<file path="config.mk">
export PLATFORM = sky130hd
export DESIGN_NAME = serial_rx_framer
export DESIGN_NICKNAME = d
export VERILOG_FILES = /design/src/rtl/serial_pkg.sv /design/src/rtl/sync_chain.sv /design/src/rtl/serial_rx_framer.sv
export SDC_FILE = /design/constraint.sdc
export NUM_CORES = 1
export LEC_CHECK = 0
export ABC_AREA = 1
export BUFFER_PORTS_ARGS = -buffer_cell sky130_fd_sc_hd__buf_2
export CORE_MARGIN = 5
export CORE_UTILIZATION = 55
export DETAILED_ROUTE_END_ITERATION = 16
export HOLD_SLACK_MARGIN = 0.02
export PLACE_DENSITY = 0.85
export SYNTH_ARGS = -nofsm -noshare
export SYNTH_HDL_FRONTEND = slang
export SYNTH_SLANG_ARGS = --single-unit
</file>
<file path="constraint.sdc">
create_clock -name clk -period 1.7 [get_ports clk]
set_clock_uncertainty 0.15 [all_clocks]
set_input_delay 0.34 -clock clk [delete_from_list [all_inputs] [get_ports clk]]
set_output_delay 0.34 -clock clk [all_outputs]
set_load 0.02 [all_outputs]
</file>
<file path="src/rtl/serial_pkg.sv">
// ---------------------------------------------------------------------------
// serial_pkg
// Shared definitions for the serial receiver/transmitter pair: the framer
// state encoding, parity-mode constants and a parity check helper.
// ---------------------------------------------------------------------------
package serial_pkg;

  typedef enum logic [2:0] {
    IDLE,
    START,
    DATA,
    PARITY,
    STOP
  } rx_state_t;

  localparam int PARITY_NONE = 0;
  localparam int PARITY_EVEN = 1;
  localparam int PARITY_ODD  = 2;

  // data_xor is the XOR of all data bits together with the received parity
  // bit; even parity expects 0, odd parity expects 1.
  function automatic logic parity_fail(input logic [1:0] mode, input logic data_xor);
    logic fail;
    fail = 1'b0;
    if (mode == 2'(PARITY_EVEN)) begin
      fail = data_xor;
    end else if (mode == 2'(PARITY_ODD)) begin
      fail = ~data_xor;
    end
    return fail;
  endfunction

endpackage

</file>
<file path="src/rtl/sync_chain.sv">
// ---------------------------------------------------------------------------
// sync_chain
// Multi-flop synchroniser for a single asynchronous input.
// Ports:
//   clk  - sampling clock (rising edge)
//   rst  - asynchronous active-high reset, loads RESET_VAL into every flop
//   d    - asynchronous input
//   q    - synchronised output, STAGES clocks behind d
// ---------------------------------------------------------------------------
module sync_chain #(
  parameter int   STAGES    = 2,
  parameter logic RESET_VAL = 1'b1
) (
  input  logic clk,
  input  logic rst,
  input  logic d,
  output logic q
);

  logic [STAGES-1:0] flops;

  always_ff @(posedge clk or posedge rst) begin
    if (rst) begin
      flops <= {STAGES{RESET_VAL}};
    end else begin
      flops <= {flops[STAGES-2:0], d};
    end
  end

  assign q = flops[STAGES-1];

endmodule

</file>
<file path="src/rtl/serial_rx_framer.sv">
// ---------------------------------------------------------------------------
// serial_rx_framer
// Oversampling asynchronous serial receiver: start-bit validation, LSB-first
// data capture, optional parity, stop-bit check and a held character-valid
// flag with consumer handshake.
// Ports:
//   clk, rst     - clock (rising edge) and asynchronous active-high reset
//   sample_tick  - one-clk strobe, OVERSAMPLE strobes per bit period
//   serialIn     - asynchronous serial line, idle high
//   recvStart    - high from validated start bit to the stop-bit sample
//   data_out     - last received character
//   charRec      - character valid, held until data_ack
//   data_ack     - consumer acknowledge, clears charRec
//   frame_err    - stop bit was sampled low
//   parity_err   - parity check failed (always 0 without parity)
//   overrun      - a character was overwritten before being acknowledged
// ---------------------------------------------------------------------------
module serial_rx_framer
  import serial_pkg::*;
#(
  parameter int OVERSAMPLE  = 16,
  parameter int DATA_BITS   = 8,
  parameter int PARITY_MODE = 0,
  parameter int SYNC_STAGES = 2
) (
  input  logic                 clk,
  input  logic                 rst,
  input  logic                 sample_tick,
  input  logic                 serialIn,
  output logic                 recvStart,
  output logic [DATA_BITS-1:0] data_out,
  output logic                 charRec,
  input  logic                 data_ack,
  output logic                 frame_err,
  output logic                 parity_err,
  output logic                 overrun
);

  localparam int TICK_W = $clog2(OVERSAMPLE);
  localparam int CNT_W  = $clog2(DATA_BITS + 1);

  localparam logic [TICK_W-1:0] HALF_LAST = TICK_W'(OVERSAMPLE / 2 - 1);
  localparam logic [TICK_W-1:0] FULL_LAST = TICK_W'(OVERSAMPLE - 1);
  localparam logic [CNT_W-1:0]  LAST_BIT  = CNT_W'(DATA_BITS - 1);

  rx_state_t state, state_next;

  logic                 line;
  logic                 line_prev;
  logic [TICK_W-1:0]    tick_cnt;
  logic [CNT_W-1:0]     bit_cnt;
  logic [DATA_BITS-1:0] shift_reg;
  logic                 parity_bit;
  logic                 sample_point;
  logic                 start_ok;
  logic                 complete;
  logic                 par_fail;

  sync_chain #(
    .STAGES    (SYNC_STAGES),
    .RESET_VAL (1'b1)
  ) u_sync (
    .clk (clk),
    .rst (rst),
    .d   (serialIn),
    .q   (line)
  );

  // The start bit is sampled half a bit in; every later bit one full bit
  // after the previous sample, so all samples land mid-bit.
  always_comb begin
    sample_point = 1'b0;
    if (sample_tick) begin
      case (state)
        START:              sample_point = (tick_cnt == HALF_LAST);
        DATA, PARITY, STOP: sample_point = (tick_cnt == FULL_LAST);
        default:            sample_point = 1'b0;
      endcase
    end
  end

  assign start_ok = (state == START) && sample_point && !line;
  assign complete = (state == STOP) && sample_point;
  assign par_fail = parity_fail(2'(PARITY_MODE), (^shift_reg) ^ parity_bit);

  always_comb begin
    state_next = state;
    case (state)
      IDLE: begin
        // Edge-triggered so a line stuck low cannot start a second frame.
        if (line_prev && !line) state_next = START;
      end
      START: begin
        if (sample_point) state_next = line ? IDLE : DATA;
      end
      DATA: begin
        if (sample_point && (bit_cnt == LAST_BIT)) begin
          state_next = (PARITY_MODE != PARITY_NONE) ? PARITY : STOP;
        end
      end
      PARITY: begin
        if (sample_point) state_next = STOP;
      end
      STOP: begin
        if (sample_point) state_next = IDLE;
      end
      default: state_next = IDLE;
    endcase
  end

  always_ff @(posedge clk or posedge rst) begin
    if (rst) begin
      state <= IDLE;
    end else begin
      state <= state_next;
    end
  end

  // Bit timing and character assembly.
  always_ff @(posedge clk or posedge rst) begin
    if (rst) begin
      line_prev  <= 1'b1;
      tick_cnt   <= '0;
      bit_cnt    <= '0;
      shift_reg  <= '0;
      parity_bit <= 1'b0;
    end else begin
      line_prev <= line;
      if (state == IDLE) begin
        tick_cnt <= '0;
        bit_cnt  <= '0;
      end else if (sample_tick) begin
        tick_cnt <= sample_point ? '0 : tick_cnt + TICK_W'(1);
      end
      if ((state == DATA) && sample_point) begin
        shift_reg <= {line, shift_reg[DATA_BITS-1:1]};
        bit_cnt   <= bit_cnt + CNT_W'(1);
      end
      if ((state == PARITY) && sample_point) begin
        parity_bit <= line;
      end
    end
  end

  // Output register and handshake; a completing character takes priority
  // over an acknowledge arriving in the same clock.
  always_ff @(posedge clk or posedge rst) begin
    if (rst) begin
      recvStart  <= 1'b0;
      data_out   <= '0;
      charRec    <= 1'b0;
      frame_err  <= 1'b0;
      parity_err <= 1'b0;
      overrun    <= 1'b0;
    end else begin
      if (start_ok) begin
        recvStart <= 1'b1;
      end else if (complete) begin
        recvStart <= 1'b0;
      end
      if (complete) begin
        data_out   <= shift_reg;
        frame_err  <= ~line;
        parity_err <= par_fail;
        charRec    <= 1'b1;
        overrun    <= charRec && !data_ack;
      end else if (data_ack && charRec) begin
        charRec <= 1'b0;
        overrun <= 1'b0;
      end
    end
  end

endmodule

</file>
==> impl_metrics.csv <==
group,metric,value,unit
worst_hold_path,min_path_type,"in -> reg",
clocking,cts_tree,"built",
critical_path,cp_cell_sequence,"ha_1 > nand2_1 > nor2_4 > nand3_4 > inv_4 > nand2_8 > inv_2 > nand2_1 > o21ai_0",
yosys,synth-edff-count,0,
critical_path,critPathSlowestCell,"dfrtp_1",
grt,grt_pass1_wl,4954,um
placement,gp_congestion,0.8511,
critical_path,end_kind,"flip-flop",
critical_path,start_kind,"flip-flop",
sta,post-route-period-util,0.9518,
floorplanning,die_y,63.67,um
route,drt-initial-drc-count,45,
power_and_ir_drop,p_leak,0.9080,nW
yosys,yosysTopAreaCell,"dfrtp_1",
floorplanning,coreArea,2758,um^2
critical_path,arrival,1.73,ns
placement,dp_hpwl,2025,um
route,dr.pass1.iters,4,
floorplanning,rows,19,
cells_and_area,diodes,0,
sta,fin_setup_tns,0,ns
power_and_ir_drop,p_per_area,1105,nW/um^2
yosys,synth_area,1584,um^2
grt,track_usage,0.1583,
cells_and_area,layout-drive-gt1-share,0.3404,
placement,numPortBuffers,16,
floorplanning,start_util,0.5744,
sta,finalHoldViolCount,0,
sta,rsz0062_at_grt,"yes",
route,wl_per_cell,12.88,um
yosys,synth_cell_types,30,
yosys,ys_warn_count,0,
sta,max_freq,618.0,MHz
cells_and_area,fillers,225,
outcome,outcome,"finished, final reports clean",
yosys,syn-num-nets,170,
route,wl,2821,um
critical_path,r2r_end,"shift_reg[6]$_DFFE_PP0P_",
route,via_per_inst,5.192,
clocking,root_buffer,"clkbuf_4",
sta,slew_violations,0,
placement,place_ws,-0.03440,ns
clocking,clkLatencyLatePin,0.34,ns
critical_path,r2r_cells,9,
yosys,synth_top_flop_cell,"dfrtp_1",
yosys,synth_top_area_frac,0.4897,
grt,grt_remaining_overflow,0,
cells_and_area,stdcell_count,219,
critical_path,crit_top_cell,"nand2_1",
critical_path,crit_fanout,22,
critical_path,critPathRequiredTime,1.81,ns
power_and_ir_drop,worst_ir_drop_vdd,0.8886,mV
route,drtAntennaViolNets,0,
clocking,clock_path_buffers,2,
sta,min_period,1.618,ns
yosys,syn_avg_cell_area,9.718,um^2
route,drc,0,
run,max-cap-violations,0,
cells_and_area,layout.nets,194,
route,num_vias,1137,
critical_path,endpoint,"shift_reg[6]$_DFFE_PP0P_",
floorplanning,die_x,63.67,um
sta,setup_violations,0,
critical_path,cp-startpoint,"tick_cnt[0]$_DFFE_PP0P_",
clocking,cts_buffers,5,
floorplanning,die_area,4053,um^2
sta,layout_setup_ws,0.08200,ns
critical_path,r2r_start,"tick_cnt[0]$_DFFE_PP0P_",
yosys,synth_area_leaders,"dfrtp_1 (49%), nand2_1 (10%), o21ai_2 (5.5%)",
clocking,clk_pin_slew,0.10,ns
clocking,cts_max_level,2,
grt,antenna_found_initial,0,
critical_path,rrSetupSlack,0.08,ns
placement,placed_area,1673,um^2
yosys,synthTopCellsByCount,"nand2_1 (43), dfrtp_1 (31), inv_1 (15)",
yosys,synth-seq-area-share,0.5395,
floorplanning,io_pins,18,
yosys,synth-seq-cells,34,
yosys,ys_async_sr_fraction,1.000,
grt,first_global_vias,1147,
yosys,synth_most_common_cell,"nand2_1",
cells_and_area,final_area,1782,um^2
cells_and_area,synthToLayoutAreaGrowth,12.48,%
clocking,clock_sinks,34,
grt,grt_max_degree,35,
critical_path,critPathKind,"reg -> reg",
power_and_ir_drop,finalPower,1.969,mW
critical_path,critPathMaxStageDelay,0.40,ns
yosys,synth_cells,163,
placement,placed_cells,208,
cells by family (layout without fill, tap and decap cells):
group	count (synthesis)	count (layout)	synth area share
other	1	1	0.002367
AND/OR/NAND/NOR	73	73	0.2330
flip-flops	34	34	0.5395
buffers and inverters	25	50	0.08214
AO/OA/AOI/OAI	26	26	0.1161
adder cells (fa/ha/maj)	2	2	0.01580
XOR/XNOR	2	2	0.01106
metrics by stage:
stage          hold WS [ns]  utilization
2_1_floorplan        0.1945            -
3_3_place_gp         0.1965       0.6066
3_5_place_dp         0.2019       0.6066
4_1_cts             0.04210       0.6425
5_1_grt             0.04838       0.6461
6_report            0.05077       0.6461
repair_timing:
| action | 4_1_cts | 5_1_grt |
|---|---|---|
| cloned | 0 | 0 |
| hold endpoints to repair | 32 | 0 |
| endpoints found under the setup margin | 10 | 11 |
| gates resized for setup | 3 | 2 |
| hold buffers | 2 | 0 |
| setup buffers | 0 | 1 |
routing by layer:
| metal | vias to the layer above | global-route usage | wire length, um |
|---|---|---|---|
| li1 | 575 | - | - |
| met1 | 528 | 0.1804 | 1244 |
| met2 | 25 | 0.2487 | 1337 |
| met3 | 9 | 0.07105 | 167 |
| met4 | 0 | 0.08052 | 71 |
| met5 | - | 0 | 0 |
worst min-delay path by stage:
| stage | start | end | depth (start not counted) |
|---|---|---|---|
| 6_report | data_ack | charRec$_DFFE_PP0P_ | 2 |
| 5_1_grt | data_ack | charRec$_DFFE_PP0P_ | 2 |
| 4_1_cts | data_ack | charRec$_DFFE_PP0P_ | 2 |
| 3_5_place_dp | u_sync.flops[0]$_DFF_PP1_ | u_sync.flops[1]$_DFF_PP1_ | 0 |
| 3_3_place_gp | u_sync.flops[0]$_DFF_PP1_ | u_sync.flops[1]$_DFF_PP1_ | 0 |
| 2_1_floorplan | serialIn | u_sync.flops[0]$_DFF_PP1_ | 0 |
power by group:
group	internal, mW	total (mW)	switching, mW
Combinational	0.190	0.546	0.356
Clock	0.200	0.459	0.259
Sequential	0.883	0.964	0.0810
Total	1.27	1.97	0.696
critical path: cells and delay by family, from the launching register on:
| kind | cells | cell delay [ns] |
|---|---|---|
| AOI/OAI and AO/OA | 1 | 0.07 |
| DFF | 1 | 0.40 |
| buffers and inverters | 2 | 0.22 |
| and+or+nand+nor | 5 | 0.52 |
| adders and majority gates | 1 | 0.18 |
area by class of cell:
| cell class | count | area [um^2] | share of cell area |
|---|---|---|---|
| clock buffers | 7 | 55.05 | 0.03090 |
| clock inverters | 1 | 5.005 | 0.002809 |
| repair buffers | 22 | 130.1 | 0.07303 |
| inverters | 20 | 77.57 | 0.04354 |
| well taps | 31 | 38.79 | 0.02177 |
| flip-flops and latches | 34 | 854.6 | 0.4796 |
| multi-input cells | 104 | 620.6 | 0.3483 |
cells in the final DEF, fill, tap and decap left out, types with 5 or more instances in the layout:
cell type,count
dfrtp_1,31
inv_2,5
o21ai_1,7
clkbuf_4,5
o21ai_2,10
nand3_2,6
nand3_1,8
buf_2,16
inv_1,14
nand2_1,43
Note: power is estimated with default switching activity, not from simulation.
